===== config.mk =====
export PLATFORM = sky130hd
export DESIGN_NAME = writeback_unit
export DESIGN_NICKNAME = d
export VERILOG_FILES = /design/src/rtl/writeback_unit.sv
export SDC_FILE = /design/constraint.sdc
export NUM_CORES = 1
export LEC_CHECK = 0
export CORE_MARGIN = 3
export CORE_UTILIZATION = 30
export DETAILED_ROUTE_END_ITERATION = 16
export GPL_TIMING_DRIVEN = 0
export HOLD_SLACK_MARGIN = 0.12
export SLEW_MARGIN = 0
export SYNTH_ARGS = -nofsm -noshare
export SYNTH_HDL_FRONTEND = slang
export SYNTH_SLANG_ARGS = --single-unit
export TNS_END_PERCENT = 20

===== constraint.sdc =====
create_clock -name clock -period 2.8 [get_ports clock]
set_clock_uncertainty 0.2 [all_clocks]
set_input_delay 0.28 -clock clock [delete_from_list [all_inputs] [get_ports clock]]
set_output_delay 0.28 -clock clock [all_outputs]
set_load 0.02 [all_outputs]

===== src/rtl/writeback_unit.sv =====
`default_nettype none
// ============================================================================
// Module   : writeback_unit
// Purpose  : Arbitrates ALU/load results into a FIFO and drains them to the
//            register file with a one-cycle write strobe and a recovery cycle.
// Revision : 1.0
// ============================================================================
module writeback_unit #(
    parameter int DEPTH = 4
) (
    input  logic                       clock,
    input  logic                       reset,
    input  logic                       alu_valid,
    input  logic [2:0]                 alu_rd,
    input  logic [15:0]                alu_result,
    output logic                       alu_ready,
    input  logic                       mem_valid,
    input  logic [2:0]                 mem_rd,
    input  logic [15:0]                mem_data,
    output logic                       mem_ready,
    output logic [2:0]                 RW,
    output logic [15:0]                BusW,
    output logic                       sig_enable_write,
    output logic [7:0]                 pending_mask,
    output logic [$clog2(DEPTH):0]     queue_count
);

    localparam int AW = $clog2(DEPTH);
    localparam logic [AW:0] C_DEPTH = (AW+1)'(DEPTH);

    typedef enum logic [1:0] {
        S_IDLE    = 2'd0,
        S_WRITE   = 2'd1,
        S_RECOVER = 2'd2
    } state_t;

    state_t        r_state;
    logic          r_run;
    logic          r_wr_en;
    logic [2:0]    r_rw;
    logic [15:0]   r_busw;
    logic [AW:0]   r_count;
    logic [AW-1:0] r_wr_ptr;
    logic [AW-1:0] r_rd_ptr;
    logic [2:0]    r_rd   [DEPTH];
    logic [15:0]   r_data [DEPTH];

    logic          w_not_full;
    logic          w_take_mem;
    logic          w_take_alu;
    logic [2:0]    w_in_rd;
    logic [15:0]   w_in_data;
    logic          w_push;
    logic          w_pop;
    logic [7:0]    w_mask;

    // r_run keeps both readies low until the first edge after reset release
    assign w_not_full = r_run && (r_count < C_DEPTH);
    assign mem_ready  = w_not_full;
    assign alu_ready  = w_not_full && !mem_valid;

    assign w_take_mem = mem_valid && mem_ready;
    assign w_take_alu = alu_valid && alu_ready;
    assign w_in_rd    = w_take_mem ? mem_rd   : alu_rd;
    assign w_in_data  = w_take_mem ? mem_data : alu_result;
    assign w_push     = (w_take_mem || w_take_alu) && (w_in_rd != 3'd0);
    assign w_pop      = ((r_state == S_IDLE) || (r_state == S_RECOVER)) && (r_count != '0);

    always_ff @(posedge clock or negedge reset) begin
        if (!reset) begin
            r_run    <= 1'b0;
            r_count  <= '0;
            r_wr_ptr <= '0;
            r_rd_ptr <= '0;
        end else begin
            r_run <= 1'b1;
            if (w_push) begin
                r_wr_ptr <= r_wr_ptr + AW'(1);
            end
            if (w_pop) begin
                r_rd_ptr <= r_rd_ptr + AW'(1);
            end
            case ({w_push, w_pop})
                2'b10:   r_count <= r_count + (AW+1)'(1);
                2'b01:   r_count <= r_count - (AW+1)'(1);
                default: r_count <= r_count;
            endcase
        end
    end

    always_ff @(posedge clock) begin
        if (w_push) begin
            r_rd[r_wr_ptr]   <= w_in_rd;
            r_data[r_wr_ptr] <= w_in_data;
        end
    end

    always_ff @(posedge clock or negedge reset) begin
        if (!reset) begin
            r_state <= S_IDLE;
            r_wr_en <= 1'b0;
            r_rw    <= 3'd0;
            r_busw  <= 16'd0;
        end else begin
            case (r_state)
                S_IDLE, S_RECOVER: begin
                    if (w_pop) begin
                        r_rw    <= r_rd[r_rd_ptr];
                        r_busw  <= r_data[r_rd_ptr];
                        r_wr_en <= 1'b1;
                        r_state <= S_WRITE;
                    end else begin
                        r_wr_en <= 1'b0;
                        r_state <= S_IDLE;
                    end
                end
                S_WRITE: begin
                    r_wr_en <= 1'b0;
                    r_state <= S_RECOVER;
                end
                default: begin
                    r_wr_en <= 1'b0;
                    r_state <= S_IDLE;
                end
            endcase
        end
    end

    // Walk the occupied entries from the head; the in-flight write counts too
    always_comb begin
        w_mask = 8'd0;
        for (int i = 0; i < DEPTH; i++) begin
            if ((AW+1)'(i) < r_count) begin
                w_mask[r_rd[r_rd_ptr + AW'(i)]] = 1'b1;
            end
        end
        if (r_state != S_IDLE) begin
            w_mask[r_rw] = 1'b1;
        end
    end

    assign pending_mask     = w_mask;
    assign queue_count      = r_count;
    assign sig_enable_write = r_wr_en;
    assign RW               = r_rw;
    assign BusW             = r_busw;

endmodule
`default_nettype wire


==> results of run 1 <==
==> kinds of logic (layout without fill, tap and decap cells) <==
family	after synthesis	after routing	share of synthesized area
xor+xnor	6	6	0.0108
other cells	1	1	0.000774
compound gates	19	19	0.0256
buf+inv	21	123	0.0227
flops	105	105	0.621
fa+ha+maj	8	8	0.0207
simple gates	64	64	0.0736
mux	68	68	0.225
==> power by group through the flow <==
| stage | logic (W) | registers, W | clock network (W) |
|---|---|---|---|
| floorplan | 0.00202 | 0.00247 | 0 |
| global placement | 0.00336 | 0.00230 | 0 |
| detailed placement | 0.00341 | 0.00231 | 0 |
| CTS | 0.00361 | 0.00229 | 0.00123 |
| global route | 0.00389 | 0.00233 | 0.00130 |
| finish | 0.00359 | 0.00228 | 0.00121 |
==> path summary, 6_finish.rpt <==
path                                    to  slack (ns)
setup / recovery           pending_mask[5]       -0.11
hold / removal                  r_state[1]        0.26
setup reg to reg            queue_count[2]        0.25
hold reg to reg                 r_state[1]        0.26
max in group asynchronous      r_rd_ptr[0]        1.53
min in group asynchronous          BusW[7]        0.36
==> layer usage <==
metal  up-vias  part of all wire  wire length, um  global-route usage
met5         -                 0                0                   0
li1       1337                 -                -                   -
met4         0             0.018              186              0.0497
met2        97              0.49             5170               0.206
met1      1465              0.43             4490               0.152
met3        15             0.057              599              0.0283
==> cell usage in the layout, fill, tap and decap left out, types with 2 or more instances in the layout <==
master / count
nand2_1: 7
buf_2: 7
inv_1: 10
or4_4: 2
clkdlybuf4s50_1: 65
mux2i_1: 4
ha_1: 8
a31oi_1: 2
mux4_2: 27
inv_6: 2
nand4_1: 2
buf_4: 11
clkinv_4: 2
inv_8: 2
nand2_2: 2
o22ai_1: 4
xnor2_1: 5
o21ai_0: 3
buf_6: 6
nor3b_1: 2
or3_1: 3
mux2_2: 36
nor2_1: 12
nor2b_1: 3
edfxtp_1: 76
nand3b_1: 4
clkbuf_2: 2
clkbuf_16: 9
nand3_1: 2
clkbuf_1: 3
dfrtp_1: 29
a21oi_1: 3
nand2b_1: 7
and2_4: 4
nor3b_2: 2
nor3_1: 6
==> sequential cells by signal (all words and copies together), names as in the netlist <==
register / flops
r_data: 64
RW: 3
r_run: 1
r_rd: 12
BusW: 16
r_wr_ptr: 2
r_state: 2
queue_count: 3
r_rd_ptr: 2
==> repair_timing <==
| item | in CTS | in global routing |
|---|---|---|
| hold endpoints to repair | 29 | 0 |
| gates cloned | 1 | 0 |
| setup buffers | 10 | 0 |
| setup endpoints to repair | 85 | 95 |
| hold buffers | 1 | 0 |
| gates resized for setup | 52 | 10 |
| pin swaps | 2 | 2 |
==> per-stage QoR <==
stage	hold WS (ns)	area (um^2)
3_5_place_dp	0.228	5850
6_report	0.256	6270
2_1_floorplan	-0.216	4850
4_1_cts	0.261	6260
3_3_place_gp	0.238	5850
5_1_grt	0.265	6270
==> area by class of cell <==
class / count / area, um^2
Fill cell: 1413 / 9210
Sequential cell: 105 / 3010
Multi-Input combinational cell: 166 / 1780
Timing Repair Buffer: 86 / 808
Tap cell: 211 / 264
Clock buffer: 10 / 229
Buffer: 11 / 85.1
Clock inverter: 6 / 57.6
Inverter: 10 / 37.5
==> cell usage after synthesis (4+ instances only) <==
library cell	n
a21oi_1	4
and2_1	4
buf_4	4
dfrtp_1	29
edfxtp_1	76
ha_1	8
inv_1	10
mux2_2	36
mux2i_1	4
mux4_1	4
mux4_2	24
nand2_1	9
nand2b_1	8
nand3b_1	4
nor2_1	12
nor3_1	6
nor3b_1	4
o22ai_1	4
xnor2_1	5
==> worst reg2reg max path, stage by stage (launching register included) <==
cell and delay, ns:
dfrtp_1 0.38, buf_4 0.18, nand3b_1 0.16, buf_4 0.21, mux2i_1 0.21, a31oi_2 0.43, inv_1 0.09, ha_1 0.36
nor2_1 0.14, xnor2_1 0.12
==> run summary, run 1 <==
Status - finished with violations
Failing checks - negative setup slack
Initial DRC count - 147
Largest net degree at the start of global routing - 30
Mapped Area - 4850 um^2
Hold path depth - 1
Die span in x - 133 um
Switch share - 0.367
Fin crit period - 2.91 ns
Sink Count - 105
Post-Synthesis Cells - 292
First-pass GRT wire length - 16800 um
Clk buf depth - 2
Area delta synth->final - 29.5%
Sequential share of the synthesized area - 0.621
Crit path launch type - flip-flop
Yosys cell types - 41
ANT cells - 0
CP Buf/Inv Count - 3
Vias in the first global route - 3136
Post-Route WL - 10400 um
Post-Syn Nets - 342
Reg2Reg Launch Point - queue_count[2]
Die H - 133 um
Final Wtd Congestion - 0.875
Synth area leaders - edfxtp_1 (47%), dfrtp_1 (15%), mux4_2 (11%)
DRC violations left - 0
Fin. max-slew vios - 0
Cell Chain, Critical Path - buf_6 > mux4_2 > buf_6 > nor3b_2 > or4_4 > buf_6
Clock Latency Late Sink - 0.34 ns
I/O pin cnt - 75
Hold Startpoint - r_state[1]
Leakage power - 2.24 nW
Sequential share of power - 0.322
Vias after detailed routing - 2914
Critical Path Slowest Stage Cell - mux4_2
Vias/cell - 4.82
Combinational power share - 0.507
Fraction of registers with async set/reset - 0.276
Setup violators final - 4
Final hold viol count - 0
Setup TNS - -0.201 ns
Critical path launch point - r_rd_ptr[0]
Worst Setup Slack, final - -0.108 ns
CTS root buffer - clkbuf_16
Synthesized area per cell - 16.6 um^2
Overflow after GRT - 0
Max incr delay on CP - 0.59 ns
Worst setup EP type - primary output
CP most frequent cell - buf_6
Unrepaired setup endpoints after global routing - true
Hold Crit Class - flip-flop to flip-flop
Clock group share of total power - 0.170
Internal power - 0.00448 W
All-Layer GR Usage - 0.122
Initial antenna violation count - 0
# port buffers - 74
CP Depth - 6
Post-synth top area cell - edfxtp_1
Peak VDD IR - 0.452 mV
Dpl hpwl - 6970 um
CP delay by family, top - simple AND/OR/NAND/NOR gates
Max-slew headroom - 0.462
Setup WS pre-CTS - -0.617 ns
Inst Count DP - 577
Initial Util - 0.313
DR pass1 iterations - 4
Die ar. - 17700 um^2
Fin nets - 439
Switching pwr - 0.00260 W
Max-Cap Viols - 0
#FFs+latches synth - 105
Highest clock rate - 344 MHz
CP Data Required Time - 2.32 ns
Wirelength per Cell - 17.3 um
Crit path DAT - 2.43 ns
Area share of the largest cell type after synthesis - 0.471
Num rows - 45
Non-Filler Instances - 605
TritonCTS clock tree - built
Yosys warnings - 0
Slew @ Worst Pin - 0.806 ns
Kind of critical path - flip-flop to primary output
Fin crit share - 1.04
CP max FO - 5
CTS HTree Levels - 3
Total power - 0.00708 W
Antenna viol nets, final - 0
Final core occ - 0.405
Power per Cell Area - 1130 nW/um^2
Clock-pin slew on the worst setup and hold paths - 0.07 ns
Synth Flop Type - edfxtp_1
Core Box Area - 15500 um^2
Layout cell share with drive strength beyond 1 - 0.315
EDFF count, synth - 76
R2r worst-path depth - 9
CTS Buf Count - 9
Note: power is estimated with default switching activity, not from simulation.
==> run 2, diff against run 1 <==
--- a/config.mk
+++ b/config.mk
@@ -5,6 +5,7 @@
 export SDC_FILE = /design/constraint.sdc
 export NUM_CORES = 1
 export LEC_CHECK = 0
+export ABC_AREA = 1
 export CORE_MARGIN = 3
 export CORE_UTILIZATION = 30
 export DETAILED_ROUTE_END_ITERATION = 16
==> run 2 against run 1 <==
The run now ends clean; cell count grew 44%; utilization down 1.2 points; register-to-register slack lost 0.07 ns; global-route usage up 1.9 points; total power is 5.9% higher; synthesized area grew 6.0%; synthesized cell count up 91%; sequential share of layout area down 1.9 points; non-clock buffer count shrank 3; sequential power up 2%; largest cell class unchanged.
==> run summary, run 2 <==
Fin. max-slew vios - 0
Wirelength per Cell - 14.9 um
XOR/XNOR share of the synthesized area - 0.00682
Synth cell count leaders - nand2_1 (223), edfxtp_1 (76), nor2_1 (62)
ANT cells - 0
CP max FO - 10
Highest clock rate - 380 MHz
Largest net degree at the start of global routing - 30
Clock Latency Late Sink - 0.34 ns
Critical path launch point - r_rd_ptr[0]
Fin nets - 698
Synthesized area per cell - 9.20 um^2
Initial Util - 0.309
Fin crit period - 2.63 ns
Reg2Reg Launch Point - queue_count[2]
Crit path DAT - 2.15 ns
Kind of critical path - flip-flop to primary output
Fraction of registers with async set/reset - 0.276
Die ar. - 18700 um^2
#FFs+latches synth - 105
Final Wtd Congestion - 0.849
Sink Count - 105
Core Box Area - 16600 um^2
CTS Buf Count - 9
CP delay by family, top - simple AND/OR/NAND/NOR gates
Yosys cell types - 31
Synth Flop Type - edfxtp_1
Synth area leaders - edfxtp_1 (44%), nand2_1 (16%), dfrtp_1 (14%)
DRC violations left - 0
Layout cell share with drive strength beyond 1 - 0.109
Hold Crit Class - flip-flop to flip-flop
Post-CTS Setup Inserts - 0
Num rows - 47
Clk buf depth - 2
Vias after detailed routing - 3954
CP Buf/Inv Count - 3
Setup TNS - 0 ns
Area share of the largest cell type after synthesis - 0.444
Most numerous cell in the Yosys netlist - nand2_1
Cell Chain, Critical Path - inv_2 > clkbuf_4 > nand2_1 > nand3_1 > nand2_1 > nor2_1 > nand2_1 > nand2_1 > nor2_1 > nand2_1 > dlygate4sd2_1
Initial antenna violation count - 0
I/O pin cnt - 75
EDFF count, synth - 76
CTS root buffer - clkbuf_16
Initial DRC count - 248
Max reg flops - 64
Worst setup EP type - primary output
Area fraction in compound gates after synthesis - 0.0295
Post-Synthesis Cells - 558
Simple-gate share of the synthesized area - 0.274
Synth Area in Adders - 0.0195
Post-route cell area - 6540 um^2
Slew @ Worst Pin - 0.731 ns
Max incr delay on CP - 0.44 ns
Die H - 137 um
First-pass GRT wire length - 20200 um
Antenna viol nets, final - 0
CP most frequent cell - nand2_1
Fin crit share - 0.940
Status - finished, final reports clean
CP Data Required Time - 2.32 ns
Max-slew headroom - 0.513
Overflow after GRT - 0
Largest family of logic cells by synthesized area - simple AND/OR/NAND/NOR gates
Yosys warnings - 0
Unrepaired setup endpoints after global routing - true
Largest register by flop count - r_data
Die span in x - 137 um
All-Layer GR Usage - 0.141
Dpl hpwl - 9940 um
Critical Path Slowest Stage Cell - dfrtp_2
Max-Cap Viols - 0
Hold WS - 0.230 ns
Hold Startpoint - r_state[1]
Vias/cell - 4.53
Post-Route WL - 13000 um
Crit path launch type - flip-flop
Clock-pin slew on the worst setup and hold paths - 0.07 ns
Final hold viol count - 0
Peak VDD IR - 0.445 mV
TritonCTS clock tree - built
Post-synth top area cell - edfxtp_1
DR pass1 iterations - 4
Vias in the first global route - 3893
Sequential share of the synthesized area - 0.586
CTS HTree Levels - 3
Most frequent cells in the layout - nand2_1 (221), edfxtp_1 (76), clkdlybuf4s50_1 (65)
Placement Cell Area - 6220 um^2
Power per Cell Area - 1150 nW/um^2
Area delta synth->final - 27.3%
Setup violators final - 0
Post-synthesis mux area share - 0.0351
Most common cell after layout, fill and taps aside - nand2_1
Leakage power - 2.78 nW
Post-Syn Nets - 608
# port buffers - 74
Mapped Area - 5140 um^2
[run 2: stage by stage]
stage	util	setup WS (ns)	std cells	total power, W
floorplan	-	0.180	558	0.00480
global placement	0.370	-0.834	852	0.00627
detailed placement	0.374	-0.0144	856	0.00639
CTS	0.391	0.0831	873	0.00753
global route	0.393	-0.00513	873	0.00810
finish	0.393	0.168	873	0.00750
[run 2: worst paths after layout]
check                                  end  slack (ns)  depth (start not counted)
setup / recovery           pending_mask[2]        0.17                         11
hold / removal                  r_state[1]        0.23                          1
setup reg to reg             r_data[1][13]        0.18                          9
hold reg to reg                 r_state[1]        0.23                          1
max in group asynchronous      r_rd_ptr[0]        1.56                          2
min in group asynchronous          BusW[9]        0.33                          2
[run 2: repair_timing]
action | 4_1_cts | 5_1_grt
endpoints found under the hold margin | 29 | 0
hold buffers | 1 | 0
resized for setup | 10 | 8
setup endpoints to repair | 8 | 23
cloned | 0 | 0
[run 2: logic make-up after synthesis]
logic type	Yosys count
buffers and inverters	59
other	1
xor gates and xnor gates	4
adders and majority gates	8
and+or+nand+nor	342
AOI/OAI and AO/OA	23
muxes	16
DFF	105
[run 2: where the power goes]
part	leakage, nW	switching, W	total, W	internal (W)
sequential	1.04	0.000240	0.00232	0.00208
combinational	1.60	0.00255	0.00393	0.00137
clock	0.144	0.000546	0.00125	0.000704
[run 2: per-layer routing]
metal / track usage / wire length (um) / share of wire / vias to the layer above
met3: 0.0268 / 617 / 0.048 / 15
met4: 0.0322 / 142 / 0.011 / 0
met1: 0.191 / 5900 / 0.45 / 1844
met5: 0 / 0 / 0 / -
li1: - / - / - / 1999
met2: 0.235 / 6320 / 0.49 / 96
[run 2: cell type report]
class | count | area (um^2)
Buffer | 15 | 91.3
Clock buffer | 11 | 233
Clock inverter | 5 | 62.6
Fill cell | 1653 | 10100
Inverter | 44 | 165
Multi-Input combinational cell | 394 | 1910
Sequential cell | 105 | 3010
Tap cell | 220 | 275
Timing Repair Buffer | 79 | 796
==> run 3, diff against run 2 <==
--- a/config.mk
+++ b/config.mk
@@ -8,6 +8,7 @@
 export ABC_AREA = 1
 export CORE_MARGIN = 3
 export CORE_UTILIZATION = 30
+export CTS_BUF_LIST = sky130_fd_sc_hd__clkbuf_8
 export DETAILED_ROUTE_END_ITERATION = 16
 export GPL_TIMING_DRIVEN = 0
 export HOLD_SLACK_MARGIN = 0.12
==> run 3 against run 2 <==
Sequential cell count did not move; fmax rose by 0.41%; register-to-register slack barely moved; global-route usage rose by 0.13 points; setup slack improved by 0.011 ns; critical path type unchanged; largest cell class unchanged; highest routed layer unchanged.
==> run summary, run 3 (synthesized netlist as in run 2, its figures left out) <==
Status - finished, final reports clean
Placement Cell Area - 6220 um^2
Num rows - 47
Area of the multi-input gates - 1910 um^2
Power per Cell Area - 1120 nW/um^2
Register area - 3010 um^2
Critical Path Slowest Stage Cell - dfrtp_2
Clk buf depth - 2
Final Wtd Congestion - 0.849
CTS HTree Levels - 3
Initial Util - 0.309
Die H - 137 um
DRC violations left - 0
Largest net degree at the start of global routing - 30
CP most frequent cell - nand2_1
Most frequent cells in the layout - nand2_1 (221), edfxtp_1 (76), clkdlybuf4s50_1 (65)
CTS root buffer - clkbuf_8
Vias after detailed routing - 3926
CTS Buf Count - 9
First-pass GRT wire length - 20200 um
Overflow after GRT - 0
Area delta synth->final - 25.4%
TritonCTS clock tree - built
Fillers - 1667
Fin crit share - 0.936
Initial DRC count - 208
All-Layer GR Usage - 0.142
Wirelength per Cell - 14.8 um
ANT cells - 0
Max reg flops - 64
Crit path launch type - flip-flop
Vias/cell - 4.50
Clock Latency Late Sink - 0.38 ns
Slew @ Worst Pin - 0.732 ns
CP max FO - 10
Dpl hpwl - 9940 um
Vias in the first global route - 3858
Max incr delay on CP - 0.45 ns
# port buffers - 74
Initial antenna violation count - 0
Leakage power - 2.74 nW
CP Data Required Time - 2.32 ns
Setup violators final - 0
Kind of critical path - flip-flop to primary output
Unrepaired setup endpoints after global routing - true
Layout cell share with drive strength beyond 1 - 0.110
CP Buf/Inv Count - 3
Clock-pin slew on the worst setup and hold paths - 0.09 ns
Final hold viol count - 0
Cell Chain, Critical Path - inv_2 > clkbuf_4 > nand2_1 > nand3_1 > nand2_1 > nor2_1 > nand2_1 > nand2_1 > nor2_1 > nand2_1 > clkdlybuf4s15_1
Fin. max-slew vios - 0
Largest register by flop count - r_data
I/O pin cnt - 75
Post-route cell area - 6440 um^2
CP delay by family, top - simple AND/OR/NAND/NOR gates
Sink Count - 105
Highest clock rate - 381 MHz
Most common cell after layout, fill and taps aside - nand2_1
Fin nets - 698
Worst setup EP type - primary output
Post-Route WL - 12900 um
Peak VDD IR - 0.466 mV
Antenna viol nets, final - 0
Die ar. - 18700 um^2
Core Box Area - 16600 um^2
Max-slew headroom - 0.512
Die span in x - 137 um
DR pass1 iterations - 5
Hold Crit Class - flip-flop to flip-flop
Crit path DAT - 2.14 ns
Max-Cap Viols - 0
Fin crit period - 2.62 ns
Hold WS - 0.234 ns
Post-CTS Setup Inserts - 0
-- run 3: cell types whose count changed in the layout (fill, tap and decap cells not counted), sizes merged --
cell           delta
dlygate4sd2       -4
clkdlybuf4s15     +3
inv               +2
clkbuf            -1
-- run 3: final cells by class --
type,instances,area share
inverters,44,0.0257
clock inverters,7,0.0109
repair buffers,79,0.124
well taps,220,0.0428
multi-input cells,394,0.296
clock buffers,9,0.0192
plain buffers,15,0.0142
flip-flops and latches,105,0.467
-- run 3: worst paths after layout --
check | start | endpoint | slack [ns] | cells after the start
worst max-delay path | r_rd_ptr[0] | pending_mask[3] | 0.18 | 11
worst min-delay path | r_state[1] | r_state[1] | 0.23 | 1
worst max register to register | queue_count[2] | r_data[1][0] | 0.19 | 9
worst min register to register | r_state[1] | r_state[1] | 0.23 | 1
max in group asynchronous | reset | r_rd_ptr[0] | 1.59 | 2
min in group asynchronous | reset | BusW[14] | 0.29 | 2
-- run 3: timing repair --
action	CTS	global route
resized for setup	10	13
setup endpoints to repair	8	27
hold buffers	1	0
hold endpoints to repair	29	0
-- run 3: metrics by stage --
step / setup slack [ns] / setup TNS (ns) / utilization / instances / total power (W)
2_1_floorplan: 0.180 / 0 / - / 558 / 0.00480
6_report: 0.178 / 0 / 0.387 / 873 / 0.00718
5_1_grt: -0.0129 / -0.0844 / 0.387 / 873 / 0.00778
4_1_cts: 0.0693 / 0 / 0.385 / 873 / 0.00721
3_3_place_gp: -0.834 / -61.29 / 0.370 / 852 / 0.00627
3_5_place_dp: -0.0144 / -0.149 / 0.374 / 856 / 0.00639
-- run 3: power breakdown --
| part | internal [W] | switching (W) | leakage, nW |
|---|---|---|---|
| clock network | 0.000417 | 0.000512 | 0.106 |
| logic | 0.00138 | 0.00256 | 1.59 |
| registers | 0.00208 | 0.000239 | 1.04 |
-- run 3: metal layers --
layer / track usage / share of wire / vias up
met5: 0 / 0 / -
met4: 0.0294 / 0.0093 / 0
met3: 0.0301 / 0.038 / 8
met2: 0.235 / 0.48 / 73
met1: 0.194 / 0.47 / 1842
li1: - / - / 2003
